==> src/rtl/uart_tx_pkg.sv <==
// Shared UART constants and the transmit FSM state type.
package uart_tx_pkg;

    localparam int NUM_DATA_BITS = 8;
    localparam int CLK_FRQ       = 50_000_000;
    localparam int BAUD_RATE_TX  = 115_200;

    typedef enum logic [2:0] {
        IDLE,
        START,
        DATA,
        PARITY,
        STOP
    } tx_state_t;

endpackage

==> src/rtl/uart_tx_fifo.sv <==
// Byte FIFO for the UART transmitter; an extra pointer bit separates full from empty.
module uart_tx_fifo #(
    parameter int DEPTH = 4,
    parameter int WIDTH = 8
) (
    input  logic                     clk50,
    input  logic                     reset,
    input  logic                     push,
    input  logic                     pop,
    input  logic [WIDTH-1:0]         din,
    output logic [WIDTH-1:0]         dout,
    output logic                     full,
    output logic                     empty,
    output logic [$clog2(DEPTH):0]   count
);

    localparam int AW = $clog2(DEPTH);

    logic [AW:0]      wr_ptr;
    logic [AW:0]      rd_ptr;
    logic [WIDTH-1:0] mem [DEPTH];
    logic             push_ok;
    logic             pop_ok;

    assign push_ok = push && !full;
    assign pop_ok  = pop && !empty;

    always_ff @(posedge clk50 or negedge reset) begin
        if (!reset) begin
            wr_ptr <= '0;
            rd_ptr <= '0;
        end else begin
            if (push_ok) wr_ptr <= wr_ptr + 1'b1;
            if (pop_ok)  rd_ptr <= rd_ptr + 1'b1;
        end
    end

    // Storage is not reset; the pointers alone define the contents.
    always_ff @(posedge clk50) begin
        if (push_ok) mem[wr_ptr[AW-1:0]] <= din;
    end

    assign dout  = mem[rd_ptr[AW-1:0]];
    assign empty = (wr_ptr == rd_ptr);
    assign full  = (wr_ptr[AW] != rd_ptr[AW]) && (wr_ptr[AW-1:0] == rd_ptr[AW-1:0]);
    assign count = wr_ptr - rd_ptr;

endmodule

==> src/rtl/uart_tx.sv <==
// UART transmitter: 8 data bits LSB first, even parity, 1 stop bit, FIFO fed, CTS gated at launch.
module uart_tx #(
    parameter int CLK_FRQ    = uart_tx_pkg::CLK_FRQ,
    parameter int BAUD_RATE  = uart_tx_pkg::BAUD_RATE_TX,
    parameter int FIFO_DEPTH = 4
) (
    input  logic                                   clk50,
    input  logic                                   reset,
    input  logic                                   enable,
    input  logic [uart_tx_pkg::NUM_DATA_BITS-1:0]  tx_data,
    input  logic                                   tx_valid,
    output logic                                   tx_ready,
    input  logic                                   uart_cts,
    output logic                                   uart_txd,
    output logic                                   busy,
    output logic                                   done,
    output logic [$clog2(FIFO_DEPTH):0]            fifo_count
);

    import uart_tx_pkg::*;

    localparam int DIV = CLK_FRQ / BAUD_RATE;
    localparam int CW  = (DIV > 1) ? $clog2(DIV) : 1;
    localparam logic [CW-1:0] CNT_LAST = CW'(DIV - 1);
    localparam logic [2:0]    BIT_LAST = 3'(NUM_DATA_BITS - 1);

    tx_state_t               state, state_next;
    logic [CW-1:0]           cnt, cnt_next;
    logic [2:0]              bit_idx, bit_idx_next;
    logic [NUM_DATA_BITS-1:0] shift, shift_next;
    logic                    parity, parity_next;
    logic                    txd_next;
    logic                    cts_meta, cts_s;
    logic                    fifo_full, fifo_empty;
    logic [NUM_DATA_BITS-1:0] fifo_dout;
    logic                    push, pop, launch, bit_end;

    assign tx_ready = !fifo_full;
    assign push     = tx_valid && tx_ready;
    assign launch   = !fifo_empty && enable && cts_s;
    assign bit_end  = (cnt == CNT_LAST);
    assign busy     = (state != IDLE);
    assign done     = (state == STOP) && bit_end;

    uart_tx_fifo #(
        .DEPTH (FIFO_DEPTH),
        .WIDTH (NUM_DATA_BITS)
    ) u_fifo (
        .clk50 (clk50),
        .reset (reset),
        .push  (push),
        .pop   (pop),
        .din   (tx_data),
        .dout  (fifo_dout),
        .full  (fifo_full),
        .empty (fifo_empty),
        .count (fifo_count)
    );

    always_comb begin
        state_next   = state;
        cnt_next     = bit_end ? '0 : cnt + 1'b1;
        bit_idx_next = bit_idx;
        shift_next   = shift;
        parity_next  = parity;
        pop          = 1'b0;
        txd_next     = 1'b1;

        case (state)
            IDLE: begin
                cnt_next = '0;
                if (launch) begin
                    pop         = 1'b1;
                    shift_next  = fifo_dout;
                    parity_next = ^fifo_dout;
                    state_next  = START;
                end
            end
            START: begin
                if (bit_end) begin
                    bit_idx_next = '0;
                    state_next   = DATA;
                end
            end
            DATA: begin
                if (bit_end) begin
                    if (bit_idx == BIT_LAST) begin
                        state_next = PARITY;
                    end else begin
                        bit_idx_next = bit_idx + 1'b1;
                        shift_next   = {1'b0, shift[NUM_DATA_BITS-1:1]};
                    end
                end
            end
            PARITY: begin
                if (bit_end) state_next = STOP;
            end
            STOP: begin
                if (bit_end) begin
                    // Back-to-back launch from the final stop clock avoids an idle gap.
                    if (launch) begin
                        pop         = 1'b1;
                        shift_next  = fifo_dout;
                        parity_next = ^fifo_dout;
                        state_next  = START;
                    end else begin
                        state_next  = IDLE;
                    end
                end
            end
            default: state_next = IDLE;
        endcase

        // Line level is derived from next-state so uart_txd stays a plain flop.
        case (state_next)
            START:   txd_next = 1'b0;
            DATA:    txd_next = shift_next[0];
            PARITY:  txd_next = parity_next;
            default: txd_next = 1'b1;
        endcase
    end

    always_ff @(posedge clk50 or negedge reset) begin
        if (!reset) begin
            state    <= IDLE;
            cnt      <= '0;
            bit_idx  <= '0;
            shift    <= '0;
            parity   <= 1'b0;
            uart_txd <= 1'b1;
            cts_meta <= 1'b0;
            cts_s    <= 1'b0;
        end else begin
            state    <= state_next;
            cnt      <= cnt_next;
            bit_idx  <= bit_idx_next;
            shift    <= shift_next;
            parity   <= parity_next;
            uart_txd <= txd_next;
            cts_meta <= uart_cts;
            cts_s    <= cts_meta;
        end
    end

endmodule

==> config.mk <==
export PLATFORM = sky130hd
export DESIGN_NAME = uart_tx
export DESIGN_NICKNAME = d
export VERILOG_FILES = /design/src/rtl/uart_tx_pkg.sv /design/src/rtl/uart_tx_fifo.sv /design/src/rtl/uart_tx.sv
export SDC_FILE = /design/constraint.sdc
export NUM_CORES = 1
export LEC_CHECK = 0
export BUFFER_PORTS_ARGS = -buffer_cell sky130_fd_sc_hd__buf_2
export CAP_MARGIN = 10
export CORE_ASPECT_RATIO = 1.2
export CORE_MARGIN = 2
export CORE_UTILIZATION = 55
export CTS_CLUSTER_SIZE = 28
export DETAILED_ROUTE_END_ITERATION = 7
export PLACE_DENSITY = 0.77
export SETUP_SLACK_MARGIN = 0.2
export SYNTH_ARGS = -nofsm -noshare
export SYNTH_HDL_FRONTEND = slang
export SYNTH_SLANG_ARGS = --single-unit
==> constraint.sdc <==
create_clock -name clk50 -period 3 [get_ports clk50]
set_clock_uncertainty 0.2 [all_clocks]
set_input_delay 0.3 -clock clk50 [delete_from_list [all_inputs] [get_ports clk50]]
set_output_delay 0.3 -clock clk50 [all_outputs]
set_load 0.01 [all_outputs]
# Word level (Yosys, flattened, before mapping)
# Memories as Yosys holds them, arrays and structs flattened.
# Index checks and enable logic that the tools add are counted.
[classes] addsub=5 eq_ne=16 muxes=28 reduce_logical=16
[op_table] cell="8-bit 2-to-1 mux" n=4
[op_table] cell="3-bit 2-to-1 mux" n=9
[op_table] cell="8-bit case mux with 3 select lines" n=1
[op_table] cell="9-bit 2-to-1 mux" n=2
[op_table] cell="3-bit case mux with 5 select lines" n=1
[op_table] cell="3-bit by 2-bit equality test with 1-bit output (second input constant)" n=4
[op_table] cell="3-bit by 1-bit adder with 3-bit output (second input constant)" n=3
[op_table] cell="9-bit by 1-bit adder with 9-bit output (second input constant)" n=1
[op_table] cell="9-bit equality test (second input constant)" n=1
[op_table] cell="2-bit != test (second input constant)" n=4
[op_table] cell="4-bit AND reduction" n=2
[op_table] cell="8-bit parity" n=1
[op_table] cell="1-bit logical AND" n=7
[op_table] cell="1-bit 2-to-1 mux" n=7
[op_table] cell="3-bit by 1-bit equality test with 1-bit output (second input constant)" n=2
[op_table] cell="3-bit equality test (second input constant)" n=2
[op_table] cell="3-bit case mux with 2 select lines" n=1
[op_table] cell="3-bit nonzero test" n=2
[op_table] cell="1-bit case mux with 2 select lines" n=2
[op_table] cell="3-bit equality test" n=1
[op_table] cell="3-bit zero test" n=1
[op_table] cell="1-bit case mux with 3 select lines" n=1
[op_table] cell="3-bit subtractor" n=1
[op_table] cell="2-bit equality test" n=1
[op_table] cell="3 further kinds" n=4
[word_totals] reg_bits=33 ramBits=32 input_bits=13 out_inout_bits=7 memories=1
[memory_table] name="u_fifo.mem" depth=4 width=8 rd=1 rd_ports_with_merged_regs=0 write_ports=1 line="uart_tx_fifo.sv:21" text="logic [WIDTH-1:0] mem [DEPTH];"

# Depth between registers and ports, before layout
[logic_depth] ltp_word=9 ltp_mapped=9 mapped_depth_nobuf=7

# By module
# From an unflattened synthesis, not the netlist that was laid out.
[hier_totals] hier_cells=230 area_unflattened_um2=3009.1
[by_module_without_submodules] module="uart_tx_fifo" instances=1 cells_each=87 area_each_um2=1611.5 seq_area_each_um2=1111.1
[by_module_without_submodules] module="uart_tx" instances=1 cells_each=143 area_each_um2=1397.6 seq_area_each_um2=676.9

# Worst setup path before layout
# OpenSTA, ideal clock, no wires.
[synth_timing] path_kind="register -> register" startpoint="reg u_fifo.rd_ptr[1]" endpoint="reg shift[7]" arrival_time_ns=1.961 required_ns=2.679 setup_slack_ns=0.718 path_stages_with_launch=8 path_buffers=1 synth_period_minus_slack_ns=2.282 cell_sequence="dfrtp_1 clkbuf_1 inv_1 ha_1 a311oi_1 and2_2 o21ai_1 a22o_1"
[synth_between] elab_chain_cells=7 elab_cells_between_ends=8
[synth_lines] item="start: declaration" line="uart_tx_fifo.sv:20" text="logic [AW:0] rd_ptr;"
[synth_lines] item="start signal: assignment" line="uart_tx_fifo.sv:34" text="if (pop_ok) rd_ptr <= rd_ptr + 1'b1;"
[synth_lines] item="3-bit equality test" line="uart_tx_fifo.sv:44" text="assign empty = (wr_ptr == rd_ptr);"
[synth_lines] item="1-bit zero test" line="uart_tx.sv:40" text="assign launch = !fifo_empty && enable && cts_s;"
[synth_lines] item="1-bit logical AND (2 in a row)" line="uart_tx.sv:40"
[synth_lines] item="8-bit 2-to-1 mux (*)" line="uart_tx.sv:72, uart_tx.sv:101"
[synth_lines] item="8-bit 2-to-1 mux" line="uart_tx.sv:99" text="if (bit_end) begin"
[synth_lines] item="8-bit case mux with 3 select lines (*)" line="uart_tx.sv:69" text="case (state)"
[synth_lines] item="end signal: assignment" line="uart_tx.sv:137" text="shift <= shift_next;"
[synth_lines] item="end: declaration" line="uart_tx.sv:30" text="logic [NUM_DATA_BITS-1:0] shift, shift_next;"
# Mark *: on every way between the ends. The rest lies on a longest branch, timed or not. The select of a mux whose other input is x is not followed.
# A chain may end at the register's enable or synchronous reset.

# Worst setup path in the final report
# Same ends and word-level chain as after synthesis.

==> flow_summary.toml <==
[route]
ant_nets = 0
vias = 1830
via_per_inst = 5.701
wl_mm = 5.176
drt-initial-drc-count = 96
first_pass_iters = 4
drc = 0
wire_per_inst_um = 16.12

[floorplanning]
fp-row-count = 29
coreArea_um2 = 5261
dieArea_um2 = 6009
fp.dieW_um = 71.10
fp.dieH_um = 84.52
io_pins = 20
start_util_pct = 56.48

[layout]
drive_gt1_share_pct = 20.46
register_area_um2 = 1788
post-route-util_pct = 64.54
diodes = 0
fillCellCount = 404
synthToLayoutAreaGrowth_pct = 14.27
fin_nets = 279
multi_input_area_um2 = 1104

[timing]
final.setup.worst_slack_ns = 0.5547
rsz0062_at_grt = "false"
hold_violations = 0
tightest_slew_ns = 0.7373
final.period_utilization_pct = 81.51
finalMaxSlewViolations = 0
setup_viol = 0
fmax_ghz = 0.4089
slew_headroom_pct = 50.85
fin_crit_ns = 2.445
tns_ns = 0

[clock_network]
clk_path_buf_depth = 2
cts_sinks = 65
cts_made_buffers = 9
insertion_delay_ns = 0.34
clk_pin_slew_ns = 0.07
htreeDepth = 3
cts_tree = "yes"
cts-root-buf = "clkbuf_8"
post_cts_buffers = 0

[setup_path]
critPathMaxFanout = 11
arrival_ns = 2.48
cp.required_ns = 3.04
worstSetupEndpointType = "flip-flop"
startpoint_type = "flip-flop"
critPathKind = "flip-flop to flip-flop"

[place]
portBuffers = 19
dp_hpwl_mm = 3.492
gp_congestion = 0.7614
place_ws_ns = 0.5729

[synthesis]
synth_cells = 220
netlist_area_um2 = 2972
synth.net_count = 245
ys_types = 43
yosysTopAreaCell = "edfxtp_1"
synth_edf_count = 32
ys_seq_elements = 65
ys.flop_type = "edfxtp_1"
yosysSeqAreaShare_pct = 60.17
synthArstFlopShare_pct = 50.77
yosysWarnings = 0
synth_top_area_share_pct = 32.34
avgSynthCellArea_um2 = 13.51
synth_common_cells = "dfrtp_1 (32), edfxtp_1 (32), nand2_1 (18), nor2_1 (16), xnor2_1 (13)"
netlist_top_cells_area = "edfxtp_1 (32%), dfrtp_1 (27%), mux4_2 (6.1%), ha_1 (4.6%), xnor2_1 (3.8%)"

[global_routing]
grt_pass1_vias = 1893
antenna_found_initial = 0
grt_max_degree = 34
grt_usage_pct = 19.55
grt_pass1_wl_mm = 8.769
grt.overflow.total = 0

[power]
cellPowerDensity_nw_per_um2 = 638.1
leakage_nw = 1.424
vdd_drop_max_mv = 0.4744

[run]
maxCapViolCount = 0

[hold_path]
hp-class = "primary input to flip-flop"

[outcome]
status = "complete, no violations"
==> final cells by class <==
cell class | count | area share [%]
clock buffer | 9 | 3.648
clock inverter | 7 | 2.063
inverter | 8 | 0.8843
multi-input combinational | 140 | 32.50
sequential | 65 | 52.65
tap | 62 | 2.284
timing repair buffer | 30 | 5.969
==> final timing paths <==
kind	from	slack, ns	cells after the start	end
max in group asynchronous	reset	1.77	2	u_fifo.wr_ptr[1]
max	u_fifo.rd_ptr[1]	0.55	6	shift[7]
min	tx_valid	0.16	3	u_fifo.wr_ptr[0]
min reg2reg	cts_meta	0.16	0	cts_s
max reg2reg	u_fifo.rd_ptr[1]	0.55	6	shift[7]
min in group asynchronous	reset	0.35	2	cnt[6]
==> routing by layer <==
layer,GRT usage [%],wire length (um),share of wire [%]
met1,22.74,2161,42
met2,32.97,2737,53
met3,5.882,175,3.4
met4,9.262,102,2.0
met5,0,0,0
==> what timing repair did <==
item                                   in CTS  in global routing
resized for setup                           0                  0
setup endpoints to repair                   0                  0
endpoints found under the hold margin      65                  0
hold buffers                               10                  0
==> cells in the final DEF (no fill, tap or decap), types with 3 or more instances in the layout <==
| cell | instances |
|---|---|
| nor2_1 | 16 |
| a21oi_1 | 5 |
| xnor2_1 | 13 |
| nand2_1 | 18 |
| a22o_1 | 7 |
| dlygate4sd3_1 | 10 |
| edfxtp_1 | 32 |
| inv_1 | 8 |
| dfrtp_1 | 32 |
| and2_1 | 3 |
| clkinvlp_4 | 3 |
| a21o_1 | 6 |
| and3_1 | 6 |
| o21ai_0 | 9 |
| xor2_1 | 6 |
| nand3_1 | 5 |
| clkbuf_8 | 9 |
| ha_1 | 11 |
| mux4_2 | 8 |
| buf_2 | 19 |
==> sequential cells by signal, indices dropped and copies added, names as in the netlist <==
| register | count |
|---|---|
| parity | 1 |
| cts_meta | 1 |
| cts_s | 1 |
| cnt | 9 |
| bit_idx | 3 |
| u_fifo.mem | 32 |
| u_fifo.rd_ptr | 3 |
| u_fifo.wr_ptr | 3 |
| shift | 8 |
| uart_txd | 1 |
| state | 3 |
==> power by group <==
| group | switching (W) | internal [W] |
|---|---|---|
| clock | 0.000342 | 0.000381 |
| combinational | 0.000203 | 0.000147 |
| sequential | 0.0000392 | 0.00105 |
==> stage by stage <==
step / cell area (um2) / total power [W] / instances / hold slack, ns
final: 3396 / 0.002167 / 321 / 0.1559
after global routing: 3396 / 0.002276 / 321 / 0.1741
after CTS: 3396 / 0.002195 / 321 / 0.1352
after detailed placement: 3102 / 0.001461 / 295 / 0.1517
after global placement: 3102 / 0.001444 / 295 / 0.1362
after floorplan: 2972 / 0.001333 / 220 / -0.1956
==> worst max-delay path, cell delays in order, from the launching register on <==
cell	delay, ns
dfrtp_1	0.66
inv_1	0.12
ha_1	0.35
a311oi_1	0.32
and2_2	0.22
o21ai_1	0.18
a22o_1	0.29
==> logic make-up after synthesis <==
kind of cell,after synthesis,synth area share [%]
flops,65,60.17
xor+xnor,19,5.600
buf+inv,15,2.695
fa+ha+maj,12,5.305
compound gates,35,8.084
mux,9,6.442
simple gates,65,11.71
No activity file was read; power rests on OpenSTA's default activity.
